==> src/rtl/regfile_wb_arbiter_if.sv <==
// Bundle between the execute/memory stages, decode and the register file write port.
// The slave side is the writeback arbiter; the master side is everything around it.
interface regfile_wb_arbiter_if #(
   parameter int XLEN  = 32,
   parameter int NREGS = 32,
   parameter int AW    = 5
);
   logic             alu_valid_in;
   logic [AW-1:0]    alu_rd_in;
   logic [XLEN-1:0]  alu_data_in;
   logic             alu_ready_out;
   logic             ld_valid_in;
   logic [AW-1:0]    ld_rd_in;
   logic [XLEN-1:0]  ld_data_in;
   logic             issue_ld_in;
   logic [AW-1:0]    issue_rd_in;
   logic [AW-1:0]    rs1_sel_in;
   logic [AW-1:0]    rs2_sel_in;
   logic             hazard_out;
   logic             write_enable_out;
   logic [AW-1:0]    rd_sel_out;
   logic [XLEN-1:0]  write_data_out;
   logic [NREGS-1:0] pending_out;
   logic             err_out;

   modport master (
      output alu_valid_in, alu_rd_in, alu_data_in,
      output ld_valid_in, ld_rd_in, ld_data_in,
      output issue_ld_in, issue_rd_in, rs1_sel_in, rs2_sel_in,
      input  alu_ready_out, hazard_out, write_enable_out, rd_sel_out,
      input  write_data_out, pending_out, err_out
   );

   modport slave (
      input  alu_valid_in, alu_rd_in, alu_data_in,
      input  ld_valid_in, ld_rd_in, ld_data_in,
      input  issue_ld_in, issue_rd_in, rs1_sel_in, rs2_sel_in,
      output alu_ready_out, hazard_out, write_enable_out, rd_sel_out,
      output write_data_out, pending_out, err_out
   );
endinterface

==> src/rtl/regfile_wb_arbiter.sv <==
// Arbitrates the register file write port between load and ALU writeback and
// tracks outstanding loads so decode can stall on not-yet-readable sources.
module regfile_wb_arbiter #(
   parameter int XLEN  = 32,
   parameter int NREGS = 32,
   parameter int AW    = 5
) (
   input logic                 clk,
   input logic                 rst,
   regfile_wb_arbiter_if.slave bus
);

   logic             hold_valid;
   logic [AW-1:0]    hold_rd;
   logic [XLEN-1:0]  hold_data;
   logic [NREGS-1:0] pending;
   logic             err;

   logic             vld_p0;
   logic [AW-1:0]    rd_p0;
   logic [XLEN-1:0]  data_p0;

   logic             alu_ready;
   logic             alu_acc;
   logic             grant;
   logic [AW-1:0]    grant_rd;
   logic [XLEN-1:0]  grant_data;
   logic             err_set;
   logic [NREGS-1:0] pending_nxt;

   // A source is unreadable while its load is outstanding or its value is
   // still in the hold buffer or the output stage.
   function automatic logic src_hazard(
      input logic [AW-1:0]    s,
      input logic [NREGS-1:0] pend,
      input logic             h_vld,
      input logic [AW-1:0]    h_rd,
      input logic             o_vld,
      input logic [AW-1:0]    o_rd
   );
      return (s != '0) && (pend[s] || (h_vld && h_rd == s) || (o_vld && o_rd == s));
   endfunction

   always_comb begin
      alu_ready  = !hold_valid && !rst;
      alu_acc    = bus.alu_valid_in && alu_ready;
      grant      = 1'b0;
      grant_rd   = '0;
      grant_data = '0;
      if (bus.ld_valid_in) begin
         grant      = 1'b1;
         grant_rd   = bus.ld_rd_in;
         grant_data = bus.ld_data_in;
      end else if (hold_valid) begin
         grant      = 1'b1;
         grant_rd   = hold_rd;
         grant_data = hold_data;
      end else if (alu_acc) begin
         grant      = 1'b1;
         grant_rd   = bus.alu_rd_in;
         grant_data = bus.alu_data_in;
      end
   end

   always_comb begin
      pending_nxt = pending;
      if (bus.ld_valid_in)
         pending_nxt[bus.ld_rd_in] = 1'b0;
      // A new issue to the same register outranks the retiring load.
      if (bus.issue_ld_in && bus.issue_rd_in != '0)
         pending_nxt[bus.issue_rd_in] = 1'b1;
      pending_nxt[0] = 1'b0;
      err_set = bus.ld_valid_in && bus.ld_rd_in != '0 && !pending[bus.ld_rd_in];
   end

   always_ff @(posedge clk) begin
      if (rst) begin
         hold_valid <= 1'b0;
         pending    <= '0;
         err        <= 1'b0;
         vld_p0     <= 1'b0;
         rd_p0      <= '0;
         data_p0    <= '0;
      end else begin
         pending <= pending_nxt;
         if (err_set)
            err <= 1'b1;
         // Output stage: register file write port
         vld_p0 <= grant && grant_rd != '0;
         if (grant) begin
            rd_p0   <= grant_rd;
            data_p0 <= grant_data;
         end
         if (bus.ld_valid_in) begin
            if (alu_acc) begin
               hold_valid <= 1'b1;
               hold_rd    <= bus.alu_rd_in;
               hold_data  <= bus.alu_data_in;
            end
         end else if (hold_valid) begin
            hold_valid <= 1'b0;
         end
      end
   end

   assign bus.alu_ready_out    = alu_ready;
   assign bus.write_enable_out = vld_p0;
   assign bus.rd_sel_out       = rd_p0;
   assign bus.write_data_out   = data_p0;
   assign bus.pending_out      = pending;
   assign bus.err_out          = err;
   assign bus.hazard_out =
      src_hazard(bus.rs1_sel_in, pending, hold_valid, hold_rd, vld_p0, rd_p0) ||
      src_hazard(bus.rs2_sel_in, pending, hold_valid, hold_rd, vld_p0, rd_p0);

endmodule

==> src/flat_wrapper.sv <==
// flat-port wrapper written by rule: the top's interface ports become plain ports
module regfile_wb_arbiter_flat 
#(
   parameter int XLEN  = 32,
   parameter int NREGS = 32,
   parameter int AW    = 5
)
  (clk, rst, bus_alu_valid_in, bus_alu_rd_in, bus_alu_data_in, bus_ld_valid_in, bus_ld_rd_in, bus_ld_data_in, bus_issue_ld_in, bus_issue_rd_in, bus_rs1_sel_in, bus_rs2_sel_in, bus_alu_ready_out, bus_hazard_out, bus_write_enable_out, bus_rd_sel_out, bus_write_data_out, bus_pending_out, bus_err_out);
  regfile_wb_arbiter_if #(.XLEN(XLEN), .NREGS(NREGS), .AW(AW)) bus_i ();
  input logic clk;
  input logic rst;
  input wire logic [$bits(bus_i.alu_valid_in)-1:0] bus_alu_valid_in;
  input wire logic [$bits(bus_i.alu_rd_in)-1:0] bus_alu_rd_in;
  input wire logic [$bits(bus_i.alu_data_in)-1:0] bus_alu_data_in;
  input wire logic [$bits(bus_i.ld_valid_in)-1:0] bus_ld_valid_in;
  input wire logic [$bits(bus_i.ld_rd_in)-1:0] bus_ld_rd_in;
  input wire logic [$bits(bus_i.ld_data_in)-1:0] bus_ld_data_in;
  input wire logic [$bits(bus_i.issue_ld_in)-1:0] bus_issue_ld_in;
  input wire logic [$bits(bus_i.issue_rd_in)-1:0] bus_issue_rd_in;
  input wire logic [$bits(bus_i.rs1_sel_in)-1:0] bus_rs1_sel_in;
  input wire logic [$bits(bus_i.rs2_sel_in)-1:0] bus_rs2_sel_in;
  output wire logic [$bits(bus_i.alu_ready_out)-1:0] bus_alu_ready_out;
  output wire logic [$bits(bus_i.hazard_out)-1:0] bus_hazard_out;
  output wire logic [$bits(bus_i.write_enable_out)-1:0] bus_write_enable_out;
  output wire logic [$bits(bus_i.rd_sel_out)-1:0] bus_rd_sel_out;
  output wire logic [$bits(bus_i.write_data_out)-1:0] bus_write_data_out;
  output wire logic [$bits(bus_i.pending_out)-1:0] bus_pending_out;
  output wire logic [$bits(bus_i.err_out)-1:0] bus_err_out;
  assign bus_i.alu_valid_in = bus_alu_valid_in;
  assign bus_i.alu_rd_in = bus_alu_rd_in;
  assign bus_i.alu_data_in = bus_alu_data_in;
  assign bus_i.ld_valid_in = bus_ld_valid_in;
  assign bus_i.ld_rd_in = bus_ld_rd_in;
  assign bus_i.ld_data_in = bus_ld_data_in;
  assign bus_i.issue_ld_in = bus_issue_ld_in;
  assign bus_i.issue_rd_in = bus_issue_rd_in;
  assign bus_i.rs1_sel_in = bus_rs1_sel_in;
  assign bus_i.rs2_sel_in = bus_rs2_sel_in;
  assign bus_alu_ready_out = bus_i.alu_ready_out;
  assign bus_hazard_out = bus_i.hazard_out;
  assign bus_write_enable_out = bus_i.write_enable_out;
  assign bus_rd_sel_out = bus_i.rd_sel_out;
  assign bus_write_data_out = bus_i.write_data_out;
  assign bus_pending_out = bus_i.pending_out;
  assign bus_err_out = bus_i.err_out;
  regfile_wb_arbiter #(.XLEN(XLEN), .NREGS(NREGS), .AW(AW)) u_core (.clk(clk), .rst(rst), .bus(bus_i));
endmodule
==> config.mk <==
export PLATFORM = sky130hd
export DESIGN_NAME = regfile_wb_arbiter_flat
export DESIGN_NICKNAME = d
export VERILOG_FILES = /design/src/rtl/regfile_wb_arbiter_if.sv /design/src/rtl/regfile_wb_arbiter.sv /design/src/flat_wrapper.sv
export SDC_FILE = /design/constraint.sdc
export NUM_CORES = 1
export LEC_CHECK = 0
export ABC_AREA = 1
export BUFFER_PORTS_ARGS = -buffer_cell sky130_fd_sc_hd__buf_2
export CAP_MARGIN = 20
export CORE_ASPECT_RATIO = 2
export CORE_MARGIN = 2
export CORE_UTILIZATION = 52
export DETAILED_ROUTE_END_ITERATION = 16
export PLACE_DENSITY = 0.79
export SETUP_SLACK_MARGIN = 0.3
export SLEW_MARGIN = 20
export SYNTH_ARGS = -nofsm -noshare
export SYNTH_HDL_FRONTEND = slang
export SYNTH_SLANG_ARGS = --single-unit
==> constraint.sdc <==
create_clock -name clk -period 3.5 [get_ports clk]
set_input_delay 0.35 -clock clk [delete_from_list [all_inputs] [get_ports clk]]
set_output_delay 0.35 -clock clk [all_outputs]
set_load 0.01 [all_outputs]
==> impl_metrics.csv <==
group,metric,value,unit
outcome,status,"finished, final reports clean",
final_layout,layout-drive-gt1-share,21.9,%
die,die_y,150,um
worst_setup_path,worstPathMaxFanout,37,
timing,fmaxAchievable,450,MHz
die,coreArea,10500,sq um
detailed_routing,wl,18.7,mm
detailed_routing,drc,0,
grt,overflow,0,
detailed_routing,drt_iter0_drc,618,
run,maxCapViolations,0,
final_layout,final_cell_area,6710,sq um
grt,antenna_found_initial,0,
clock_tree,clock_path_buffers,2,
clock_tree,cts_hold_buffers,0,
clock_tree,root_buffer,"clkbuf_16",
detailed_routing,wire_per_inst,18.1,um
die,rows,53,
hold_path,hold_path_class,"input pin to flop",
synthesis,ys_seq_area_share,45.5,%
clock_tree,h-tree-depth,3,
detailed_routing,via_per_inst,5.93,
final_layout,utilization,64.0,%
final_layout,antenna_cells,0,
place,post_dp_cell_area,6410,sq um
final_layout,syn_to_final_growth,20.5,%
power_and_ir_drop,max-vdd-ir-drop,0.364,mV
final_layout,finish.cell_count_without_fillers,1036,
clock_tree,clkLatencyLatePin,0.35,ns
die,io_pins,167,
place,hpwl,13.8,mm
place,gp_congestion,0.997,
synthesis,synth_fp_nets,843,
detailed_routing,vias,6141,
worst_setup_path,crit_path_top_delay_cell,"buf_4",
synthesis,ys_warn_count,0,
timing,hold_viol,0,
timing,rsz0062_at_grt,"false",
power_and_ir_drop,leakage,2.92,nW
place,portBuffers,165,
die,initial_core_util,53.1,%
synthesis,syn_area_per_cell,7.43,sq um
synthesis,synth_largest_area_cell,"dfxtp_1",
grt,grt_pass1_vias,5927,
worst_setup_path,cp_cell_sequence,"buf_4 -> o21ai_0 -> a21oi_1 -> nand3_1 -> nand2_1 -> inv_1 -> nand2_1 -> nand2_1 -> nand2_1 -> buf_2",
place,pre_cts_ws,1.12,ns
timing,slew_viol_final,0,
final_layout,nNetsFinal,988,
timing,worst_hold_slack,0.186,ns
power_and_ir_drop,power_density,422,nW/um^2
synthesis,synth_area_leaders,"dfxtp_1 (26%), edfxtp_1 (20%), nand2_1 (13%)",
timing,fin_skew,0.00855,ns
timing,slew_headroom,30.3,%
worst_setup_path,startpoint_type,"flop",
worst_setup_path,crit_top_cell,"nand2_1",
timing,fin_crit,2.22,ns
clock_tree,numCtsBuffers,9,
die,die_x,77.2,um
timing,setup_viol,0,
worst_setup_path,critical_path_class,"flop to output port",
worst_setup_path,cp.arrival,1.87,ns
timing,fin_setup_tns,0,ns
grt,grt_start_max_net_pins,51,
synthesis,yosys.area.top_type_share,25.5,%
timing,setup_ws,1.28,ns
synthesis,synth.distinct_cells,29,
worst_setup_path,worstPathRequired,3.15,ns
detailed_routing,ant_nets,0,
clock_tree,cts_tree,"done",
timing,tightest_slew,1.04,ns
worst_setup_path,cp-end-kind,"output port",
grt,grt_util_all_layers,32.1,%
synthesis,syn_area,5570,sq um
detailed_routing,first_pass_iters,6,
die,dieArea,11600,sq um
place,place_inst,1020,
clock_tree,clkSinkCount,108,
synthesis,syn_inst,749,
clock_tree,clkSlewWorstSetupHoldPaths,0.07,ns
timing,period_share,63.5,%
grt,grt_pass1_wl,29.1,mm
worst_setup_path,max_stage_delay,0.39,ns
clock_tree,postCtsSetupRepairBufs,0,
power_and_ir_drop,finalPower,2.83,mW
clock_tree,postCtsResizedCells,0,
synthesis,synth-seq-cells,108,
## registers in the layout (all words and copies together) (netlist names)
signal / cells
u_core.bus.write_enable_out: 1
u_core.bus.pending_out: 31
u_core.hold_valid: 1
u_core.hold_rd: 5
u_core.bus.write_data_out: 32
u_core.bus.err_out: 1
u_core.bus.rd_sel_out: 5
u_core.hold_data: 32
## synthesized netlist by cell type, drive strengths merged
| library cell | count |
|---|---|
| nand2 | 200 |
| nand3 | 88 |
| a21oi | 81 |
| dfxtp | 71 |
| inv | 63 |
| o21ai | 57 |
| edfxtp | 37 |
| buf | 28 |
| nor2 | 27 |
| nor3 | 20 |
| a31oi | 18 |
| o22ai | 17 |
| o221ai | 15 |
| clkbuf | 9 |
| a22oi | 5 |
| nand4 | 4 |
| a32o | 3 |
| o211ai | 3 |
| clkinv | 1 |
| conb | 1 |
| o21bai | 1 |
## path summary, 6_finish.rpt
kind                       startpoint                        to  slack, ns  cells past startpoint
hold reg to reg    u_core.bus.err_out        u_core.bus.err_out       0.46                      2
hold / removal    bus_alu_data_in[11]      u_core.hold_data[11]       0.19                      1
setup reg to reg    u_core.hold_valid  u_core.bus.rd_sel_out[4]       1.60                      6
setup / recovery    u_core.hold_valid            bus_hazard_out       1.28                     10
## power by group
group	leakage, nW	total [mW]	internal, mW	switching (mW)
sequential	0.922	1.39	1.35	0.0373
clock	0.149	1.02	0.570	0.453
combinational	1.84	0.421	0.149	0.272
## cells in the final DEF (no fill, tap or decap), drive strengths merged
| cell type | count |
|---|---|
| a21oi | 81 |
| clkbuf | 14 |
| a31oi | 18 |
| inv | 65 |
| dfxtp | 71 |
| o211ai | 3 |
| edfxtp | 37 |
| o21bai | 1 |
| a32o | 3 |
| nor2 | 27 |
| o22ai | 17 |
| nor3 | 20 |
| a22oi | 5 |
| o21ai | 57 |
| o221ai | 15 |
| conb | 1 |
| nand2 | 200 |
| nand4 | 4 |
| buf | 171 |
| clkinv | 1 |
| nand3 | 88 |
## logic make-up after synthesis
| family | Yosys count | synth area share, % |
|---|---|---|
| and+or+nand+nor | 339 | 25.6 |
| AOI/OAI and AO/OA | 200 | 20.7 |
| DFF | 108 | 45.5 |
| buffers and inverters | 101 | 8.14 |
| other | 1 | 0.0674 |
## critical path: cells and delay by family, from the launching register on
kind | cells | cell delay, ns
AO/OA/AOI/OAI | 2 | 0.29
flip-flops | 1 | 0.36
AND/OR/NAND/NOR | 5 | 0.32
buffers and inverters | 3 | 0.55
## final cells by class
cell class | count | area, sq um
multi-input combinational | 540 | 2590
clock buffer | 14 | 285
sequential | 108 | 2530
tap | 137 | 171
clock inverter | 2 | 15.0
inverter | 64 | 244
fill | 1013 | 3770
timing repair buffer | 171 | 871
## per-layer routing
layer	part of all wire (%)	wire (um)	GRT usage, %
met3	7.5	1400	4.98
met2	51	9610	56.5
met5	0	0	0
met4	7.4	1380	24.4
met1	34	6340	34.0
Note: power is estimated with default switching activity, not from simulation.
